**src/rtl/banner_glyph_decoder.sv**
```systemverilog
// banner_glyph_decoder
// Receive side of the 5-line dot-matrix banner link. Columns arrive one per
// col_valid strobe; four consecutive columns form a 4x5 glyph which is matched
// against a fixed font and reported as ASCII one cycle after the 4th column.
module banner_glyph_decoder #(
    parameter int TIMEOUT_CYC = 64,
    parameter int CNT_W       = 8
) (
    input  logic             clk,
    input  logic             rst_n,
    input  logic [4:0]       line,
    input  logic             col_valid,
    output logic             char_valid,
    output logic [7:0]       char_code,
    output logic             char_err,
    output logic             frame_err,
    output logic [CNT_W-1:0] char_cnt
);

    localparam int IDLE_W = $clog2(TIMEOUT_CYC + 1);

    typedef enum logic [1:0] {
        ST_IDLE    = 2'd0,
        ST_COLLECT = 2'd1,
        ST_GAP     = 2'd2,
        ST_RESYNC  = 2'd3
    } state_t;

    // Font match: glyph is {col0, col1, col2, col3}, col0 in the MSBs.
    // Returns {no_match, ascii}; a miss yields '?'.
    function automatic logic [8:0] font_lookup(input logic [19:0] glyph);
        logic [8:0] res;
        case (glyph)
            {5'h17, 5'h15, 5'h15, 5'h1D}: res = {1'b0, 8'h53}; // S
            {5'h1F, 5'h05, 5'h0D, 5'h12}: res = {1'b0, 8'h52}; // R
            {5'h1F, 5'h15, 5'h15, 5'h11}: res = {1'b0, 8'h45}; // E
            {5'h1F, 5'h04, 5'h0A, 5'h11}: res = {1'b0, 8'h4B}; // K
            {5'h1E, 5'h05, 5'h05, 5'h1E}: res = {1'b0, 8'h41}; // A
            {5'h1F, 5'h02, 5'h04, 5'h1F}: res = {1'b0, 8'h4E}; // N
            {5'h01, 5'h1F, 5'h01, 5'h01}: res = {1'b0, 8'h54}; // T
            {5'h1F, 5'h04, 5'h04, 5'h1F}: res = {1'b0, 8'h48}; // H
            default:                      res = {1'b1, 8'h3F}; // unknown
        endcase
        return res;
    endfunction

    state_t             state_q, state_d;
    logic [19:0]        glyph_q, glyph_d;
    logic [2:0]         col_cnt_q, col_cnt_d;
    logic [IDLE_W-1:0]  idle_cnt_q, idle_cnt_d;
    logic               match_q, match_d;
    logic               char_valid_q, char_valid_d;
    logic [7:0]         char_code_q, char_code_d;
    logic               char_err_q, char_err_d;
    logic               frame_err_q, frame_err_d;
    logic [CNT_W-1:0]   char_cnt_q, char_cnt_d;

    logic               blank_s;
    logic               timeout_s;
    logic               gap_viol_s;
    logic               last_col_s;
    logic [8:0]         lookup_s;

    assign blank_s    = (line == 5'h00);
    assign last_col_s = (state_q == ST_COLLECT) && col_valid && (col_cnt_q == 3'd3);
    assign timeout_s  = (state_q == ST_COLLECT) && !col_valid &&
                        (idle_cnt_q == IDLE_W'(TIMEOUT_CYC - 1));
    assign gap_viol_s = (state_q == ST_GAP) && col_valid && !blank_s;

    // State and datapath registers with asynchronous reset.
    always_ff @(posedge clk or negedge rst_n) begin
        if (!rst_n) begin
            state_q      <= ST_IDLE;
            glyph_q      <= 20'h00000;
            col_cnt_q    <= 3'd0;
            idle_cnt_q   <= '0;
            match_q      <= 1'b0;
            char_valid_q <= 1'b0;
            char_code_q  <= 8'h00;
            char_err_q   <= 1'b0;
            frame_err_q  <= 1'b0;
            char_cnt_q   <= '0;
        end else begin
            state_q      <= state_d;
            glyph_q      <= glyph_d;
            col_cnt_q    <= col_cnt_d;
            idle_cnt_q   <= idle_cnt_d;
            match_q      <= match_d;
            char_valid_q <= char_valid_d;
            char_code_q  <= char_code_d;
            char_err_q   <= char_err_d;
            frame_err_q  <= frame_err_d;
            char_cnt_q   <= char_cnt_d;
        end
    end

    // Next-state logic of the framing FSM.
    always_comb begin
        state_d = state_q;
        case (state_q)
            ST_IDLE: begin
                if (col_valid && !blank_s) begin
                    state_d = ST_COLLECT;
                end else begin
                    state_d = ST_IDLE;
                end
            end
            ST_COLLECT: begin
                if (last_col_s) begin
                    state_d = ST_GAP;
                end else if (timeout_s) begin
                    state_d = ST_IDLE;
                end else begin
                    state_d = ST_COLLECT;
                end
            end
            ST_GAP: begin
                if (col_valid && blank_s) begin
                    state_d = ST_IDLE;
                end else if (gap_viol_s) begin
                    state_d = ST_RESYNC;
                end else begin
                    state_d = ST_GAP;
                end
            end
            ST_RESYNC: begin
                if (col_valid && blank_s) begin
                    state_d = ST_IDLE;
                end else begin
                    state_d = ST_RESYNC;
                end
            end
            default: state_d = ST_IDLE;
        endcase
    end

    // Column shift register, column counter, inter-strobe idle counter and match strobe.
    always_comb begin
        glyph_d    = glyph_q;
        col_cnt_d  = col_cnt_q;
        idle_cnt_d = '0;
        match_d    = 1'b0;
        case (state_q)
            ST_IDLE: begin
                if (col_valid && !blank_s) begin
                    glyph_d   = {15'h0000, line};
                    col_cnt_d = 3'd1;
                end else begin
                    col_cnt_d = 3'd0;
                end
            end
            ST_COLLECT: begin
                if (col_valid) begin
                    glyph_d = {glyph_q[14:0], line};
                    if (col_cnt_q == 3'd3) begin
                        col_cnt_d = 3'd0;
                        match_d   = 1'b1;
                    end else begin
                        col_cnt_d = col_cnt_q + 3'd1;
                    end
                end else if (timeout_s) begin
                    glyph_d   = 20'h00000;
                    col_cnt_d = 3'd0;
                end else begin
                    idle_cnt_d = idle_cnt_q + IDLE_W'(1);
                end
            end
            default: begin
                col_cnt_d = 3'd0;
            end
        endcase
    end

    // Registered result outputs: decode one cycle after the 4th column, error pulses.
    always_comb begin
        lookup_s     = font_lookup(glyph_q);
        char_valid_d = match_q;
        frame_err_d  = gap_viol_s || timeout_s;
        if (match_q) begin
            char_code_d = lookup_s[7:0];
            char_err_d  = lookup_s[8];
        end else begin
            char_code_d = char_code_q;
            char_err_d  = 1'b0;
        end
        if (match_q && !lookup_s[8]) begin
            char_cnt_d = char_cnt_q + CNT_W'(1);
        end else begin
            char_cnt_d = char_cnt_q;
        end
    end

    assign char_valid = char_valid_q;
    assign char_code  = char_code_q;
    assign char_err   = char_err_q;
    assign frame_err  = frame_err_q;
    assign char_cnt   = char_cnt_q;

endmodule

```
**config.mk**
```make
export PLATFORM = sky130hd
export DESIGN_NAME = banner_glyph_decoder
export DESIGN_NICKNAME = d
export VERILOG_FILES = /design/src/rtl/banner_glyph_decoder.sv
export SDC_FILE = /design/constraint.sdc
export NUM_CORES = 1
export LEC_CHECK = 0
export CAP_MARGIN = 25
export CORE_MARGIN = 8
export CORE_UTILIZATION = 45
export CTS_BUF_LIST = sky130_fd_sc_hd__clkbuf_4
export CTS_CLUSTER_SIZE = 10
export DETAILED_ROUTE_END_ITERATION = 7
export GPL_TIMING_DRIVEN = 0
export PLACE_DENSITY = 0.69
export SETUP_SLACK_MARGIN = 0.02
export SYNTH_ARGS = -nofsm -noshare
export SYNTH_HDL_FRONTEND = slang
export SYNTH_SLANG_ARGS = --single-unit
```
**constraint.sdc**
```tcl
create_clock -name clk -period 2.3 [get_ports clk]
set_clock_uncertainty 0.2 [all_clocks]
set_input_delay 0.46 -clock clk [delete_from_list [all_inputs] [get_ports clk]]
set_output_delay 0.46 -clock clk [all_outputs]
set_load 0.01 [all_outputs]
```
==> run metrics <==
Sequential Power Share 52.5%; total number of vias 1863; Post-Layout Cell Count 338; antenna violations before repair 0; Comb power frac 29.8%; RSZ-0062 raised after global routing true; 1st-pass router iterations 4; Slew Viols, Final 0; worst hold slack 0.278 ns; register bit total from synthesis 51; Initial DRC Count 108; clock power share 17.7%; clk sink count 51; Sw Pwr 968 uW; total gr overflow 0; row cnt 27; final wirelength 5.22 mm; Inserted Clock Buffers 5; Hold Path Class in2async; Synth cell types 43; Synth Net Count 235; initial core utilization 45.6%; largest net degree at the start of global routing 42; Sw Share 34.5%; Reg area 1280 sq um; violated checks negative setup slack; die extent in x 89.7 um; CTS tree yes; port bufs 25; antenna diode count 0; r2r setup slk -0.07 ns; I/O pins 27; H-tree depth 2; DRC 0; Clk Latency, worst-skew pair 0.37 ns; gr usage total 12.6%; maximum vdd drop 0.498 mV; nets@finish 276; Leak 0.00132 uW; vias in the first global route 1870; minimum clock period 2.37 ns; Hold Fails Final Rpt 0; P_int 1830 uW; crit share post-route 103%; top_reg_cell synth dfrtp_1; CP Capture Type flip-flop; DR WL/cell 15.5 um; clk buf depth 2; Peak Freq 422 MHz; Setup WS post-layout -0.0687 ns; chip height 89.7 um; crit start category flip-flop; DP Cell Count 322; Setup Crit Path Kind reg2reg; Area Growth Syn to Fin 24.7%; first-pass GRT wire length 8.69 mm; RR Endpoint char_cnt[7]$_DFFE_PN0P_; Worst Path Max Fanout 7; layout cell share with drive strength beyond 1 17.3%; RD Place Congestion 0.836; Yosys top cell area share 52.1%; post-synthesis async set-or-reset flop share 100%; post-synthesis average cell area 10.9 sq um; clk slew on worst S/H paths 0.14 ns; Synth area leaders dfrtp_1 52%, a22o_1 6.1%, nor2_1 4.1%; largest area contributor in the netlist dfrtp_1; R2R depth 6; area of the multi-input gates 1220 sq um; sequential element share of the synthesized area 52.1%; status complete, but fails checks; HPWL after detailed placement 3.60 mm; WP data required 2.41 ns; post-route ant nets 0; pre-CTS setup slack -0.230 ns; Root Buffer clkbuf_4; post-synthesis cell count 224; Max Cap Violations 0; Mapped Area 2450 sq um; Avg Vias per Cell 5.51; # fillers 471; Synth warnings 0; pwr/cell area 918 nW/um^2; post-layout util 56.8%; Core Area 5370 sq um; crit path DAT 2.48 ns; Worst R2R Start glyph_q[14]$_DFFE_PN0P_; number of synthesized flops with an enable pin 0; Final setup viols 1; Die ar. 8050 sq um
==> cell usage after synthesis (2+ instances only) <==
master,instances
nor3_1,5
a21oi_1,2
a211oi_1,3
and4b_1,4
nand2_1,19
nor2_1,27
nand4b_1,4
dfrtp_1,51
o21ai_0,6
o22ai_1,2
a2111oi_4,2
and2_1,3
clkbuf_1,6
and4bb_2,2
a22o_1,17
mux2_2,3
nor4b_1,2
nand3_1,9
nand2b_1,2
nor2b_1,4
a21o_1,3
inv_1,5
a31oi_1,4
nor3b_1,3
a32o_1,2
ha_1,3
o21a_1,2
xnor2_1,4
xor2_1,8
nand4_1,4
==> worst max-delay path, stage by stage, from the launching register on <==
cell,delay (ns)
dfrtp_2,0.47
and4bb_2,0.35
nand4b_1,0.23
o32ai_4,0.40
nor2_4,0.11
a2111oi_4,0.38
xor2_1,0.17
==> flip-flops by register name, summed over array words and instances, names as in the netlist, 2 cells and up <==
name,flops
col_cnt_q,3
char_cnt,8
glyph_q,20
state_q,2
idle_cnt_q,7
char_code,7
==> power groups by stage <==
stage	clock (uW)	sequential (uW)	combinational, uW
after floorplan	0	1410	514
after global placement	0	1460	785
after detailed placement	0	1470	798
after CTS	520	1460	808
after global routing	551	1520	930
final	496	1470	835
==> metrics by stage <==
stage	power (uW)	area [sq um]	setup TNS (ns)
after floorplan	1930	2450	0
after global placement	2250	2790	-49.64
after detailed placement	2260	2800	-3.74
after CTS	2780	2910	-0.0829
after global routing	3000	3050	-0.319
final	2800	3050	-0.0687
==> final cells by class <==
type / count / share of cell area [%]
Clock inverter: 3 / 1.27
Multi-Input combinational cell: 161 / 40.1
Inverter: 5 / 0.615
Clock buffer: 5 / 1.23
Buffer: 7 / 1.07
Timing Repair Buffer: 34 / 10.7
Sequential cell: 51 / 42.0
Tap cell: 72 / 2.95
==> cells in the final DEF, fill, tap and decap left out, drive strengths merged, types with 2 or more instances in the layout <==
master         instances
buf                   10
nor3                   5
a2111oi                2
clkbuf                11
a22o                  17
nor2b                  4
clkdlybuf4s50         24
nand2                 19
mux2                   3
and2                   3
a211oi                 3
nor3b                  3
clkinv                 2
a31oi                  4
nand4                  5
dfrtp                 51
inv                    5
o21ai                  6
o22ai                  2
and4bb                 2
a21o                   3
nand2b                 2
nand3                  9
nor2                  27
ha                     3
and4b                  4
a32o                   2
xor2                   8
xnor2                  4
nand4b                 4
a21oi                  2
nor4b                  3
o21a                   2
==> logic make-up (layout without fill, tap and decap cells) <==
group	Yosys count	in the layout	share of synthesized area, %
AND/OR/NAND/NOR	95	95	21.7
AO/OA/AOI/OAI	47	47	16.8
other	1	1	0.153
flip-flops	51	51	52.1
XOR/XNOR	12	12	4.29
multiplexers	3	3	1.38
adder cells (fa/ha/maj)	3	3	1.53
buffers and inverters	12	54	1.99
==> repair_timing <==
| action | 4_1_cts | 5_1_grt |
|---|---|---|
| hold endpoints to repair | 10 | 0 |
| endpoints found under the setup margin | 23 | 30 |
| hold buffers | 1 | 0 |
| pin swaps | 1 | 9 |
| buffers inserted | 0 | 7 |
| resized for setup | 5 | 23 |
==> metal layers <==
| metal | part of all wire (%) | global-route usage [%] | up-vias |
|---|---|---|---|
| li1 | - | - | 906 |
| met1 | 46 | 16.3 | 911 |
| met2 | 48 | 19.8 | 40 |
| met3 | 4.5 | 3.24 | 6 |
| met4 | 1.3 | 4.80 | 0 |
| met5 | 0 | 0 | - |
==> how the worst max path moves through the flow <==
stage	endpoint	cells past startpoint	slack [ns]	start
2_1_floorplan	char_cnt[7]$_DFFE_PN0P_	6	0.12	glyph_q[6]$_DFFE_PN0P_
3_3_place_gp	char_cnt[6]$_DFFE_PN0P_	1	-0.91	rst_n
3_5_place_dp	glyph_q[15]$_DFFE_PN0P_	7	-0.23	line[0]
4_1_cts	char_cnt[1]$_DFFE_PN0P_	5	-0.05	glyph_q[14]$_DFFE_PN0P_
5_1_grt	char_cnt[7]$_DFFE_PN0P_	6	-0.17	glyph_q[14]$_DFFE_PN0P_
6_report	char_cnt[7]$_DFFE_PN0P_	6	-0.07	glyph_q[14]$_DFFE_PN0P_
Note: power is estimated with default switching activity, not from simulation.
==> edit, RTL diff (same flow settings) <==
Make the reset (`rst_n`) synchronous in one clocked block. Comments in the files are not updated.
--- a/src/rtl/banner_glyph_decoder.sv
+++ b/src/rtl/banner_glyph_decoder.sv
@@ -69,5 +69,5 @@
 
     // State and datapath registers with asynchronous reset.
-    always_ff @(posedge clk or negedge rst_n) begin
+    always_ff @(posedge clk) begin
         if (!rst_n) begin
             state_q      <= ST_IDLE;
Check against the original RTL: differs if rst_n is asserted again (counterexample within 10 cycles, from zero or initial values and one cycle with rst_n low); with rst_n held inactive, the same outputs for 10 cycles.
==> edit against the unedited design <==
- the flow still finishes with violations (setup timing)
- count of clock-buffer cells in the layout increased by 1
- wire length increased by 12%
- critical path type unchanged
- utilization increased by 3.7 points
- cell count increased by 14%
- worst setup slack improved by 19 ps
- worst hold slack got worse by 49 ps
- sequential cell count unchanged
- design area about the same
- first-iteration DRC count increased by 36%
- synthesized area decreased by 5.3%
Power is not compared: it rests on default switching activity, and its combinational part moved more than twofold at a synthesized area within 25%.
==> edit: results (changes against the unedited design) <==
The destination of the worst register-to-register timing path is char_cnt[3]$_SDFFE_PN0P_ (was char_cnt[7]$_DFFE_PN0P_). The number of global-route vias before repair is 1936 (was 1870). The arrival time at the worst endpoint came out at 2440 ps (was 2480 ps). The critical register-to-register path startpoint is glyph_q[6]$_SDFFE_PN0P_ (was glyph_q[14]$_DFFE_PN0P_). The cell with the biggest individual delay on the critical path is sky130_fd_sc_hd__dfxtp_4 (was sky130_fd_sc_hd__dfrtp_2).

The number of distinct library cells after synthesis is 52 (was 43). The number of inserted diodes is 0 (unchanged). The slack of the critical path came to -49.4 ps (was -68.7 ps). The path class of the lowest-slack min-delay path is reg -> reg (was in -> async). Violated checks: setup timing (unchanged).

Most common library cells after synthesis: sky130_fd_sc_hd__dfxtp_1, sky130_fd_sc_hd__nor2_1, sky130_fd_sc_hd__a21oi_1, sky130_fd_sc_hd__a22oi_1, sky130_fd_sc_hd__nand2_1 (was sky130_fd_sc_hd__dfrtp_1, sky130_fd_sc_hd__nor2_1, sky130_fd_sc_hd__nand2_1, sky130_fd_sc_hd__a22o_1, sky130_fd_sc_hd__nand3_1). The dominant delay contributor by cell family on the critical path is simple AND/OR/NAND/NOR gates (was compound AO/OA/AOI/OAI gates). The ratio of cells with drive above 1 in the final layout is 25.5% (was 17.3%).

The final weighted congestion in routability-driven placement came out at 0.905 (was 0.836). The average detailed-routed wire length per instance came out at 15.2 um (was 15.5 um). The minimum hold slack came out at 229 ps (was 278 ps). The setup TNS after final layout is -82.3 ps (was -68.7 ps). The total track usage is 14.9% (was 12.6%). The met3 track demand over resource in global routing is 3.10% (was 3.24%).

The detailed router's first-iteration violation count came out at 147 (was 108). The final net count is 324 (was 276). The number of buffers inserted to repair setup after CTS is 10 (was 0). The peak clock frequency supported by timing came to 426 MHz (was 422 MHz). The number of vias per cell after detailed routing came to 5.49 (was 5.51). Run status: finished, violations left (unchanged).

The fraction of registers with async set/reset came to 0% (was 100%). The largest fanout on the critical path is 9 (was 7). The post-CTS resize count was 23 (was 5). The final setup violation count was 2 (was 1). The delay of the slowest critical-path stage came to 380 ps (was 470 ps).

The pin count of the biggest net entering global routing came out at 15 (was 42). The half-perimeter wire length after placement was 3800 um (was 3600 um). The sequential share of the synthesized area came to 44.0% (was 52.1%). The met2 track utilization from global routing is 25.4% (was 19.8%). Leading post-synthesis cells by cell area: sky130_fd_sc_hd__dfxtp_1, sky130_fd_sc_hd__nor2_1, sky130_fd_sc_hd__a22oi_1 (was sky130_fd_sc_hd__dfrtp_1, sky130_fd_sc_hd__a22o_1, sky130_fd_sc_hd__nor2_1). The net count after synthesis is 273 (was 235).

The length in cells of the worst reg-to-reg path is 8 (was 6). The post-placement setup slack is -191 ps (was -230 ps).
## edit: cell families after synthesis
group	Yosys count	synth area share [%]
compound gates	57	18.3
xor+xnor	5	1.89
fa+ha+maj	3	1.62
buf+inv	18	3.40
flops	51	44.0
mux	2	0.863
other cells	1	0.162
simple gates	125	29.7
## edit: final cells by class
type	count	area, um2
Clock buffer	6	45.0
Fill cell	446	1990
Tap cell	70	87.6
Sequential cell	51	1060
Buffer	12	57.6
Timing Repair Buffer	44	415
Inverter	6	22.5
Clock inverter	2	7.51
Multi-Input combinational cell	193	1360
## edit: metal layers
layer,vias to the layer above,wire length (um)
met5,-,0
li1,1053,-
met2,33,2910
met1,1010,2610
met3,13,213
met4,0,110
## edit: metrics by stage
step | area [um2] | instances | total power, W
CTS | 2850 | 373 | 0.00140
global route | 3050 | 384 | 0.00144
detailed placement | 2640 | 355 | 0.00101
finish | 3050 | 384 | 0.00139
floorplan | 2320 | 262 | 0.000980
global placement | 2640 | 355 | 0.00101
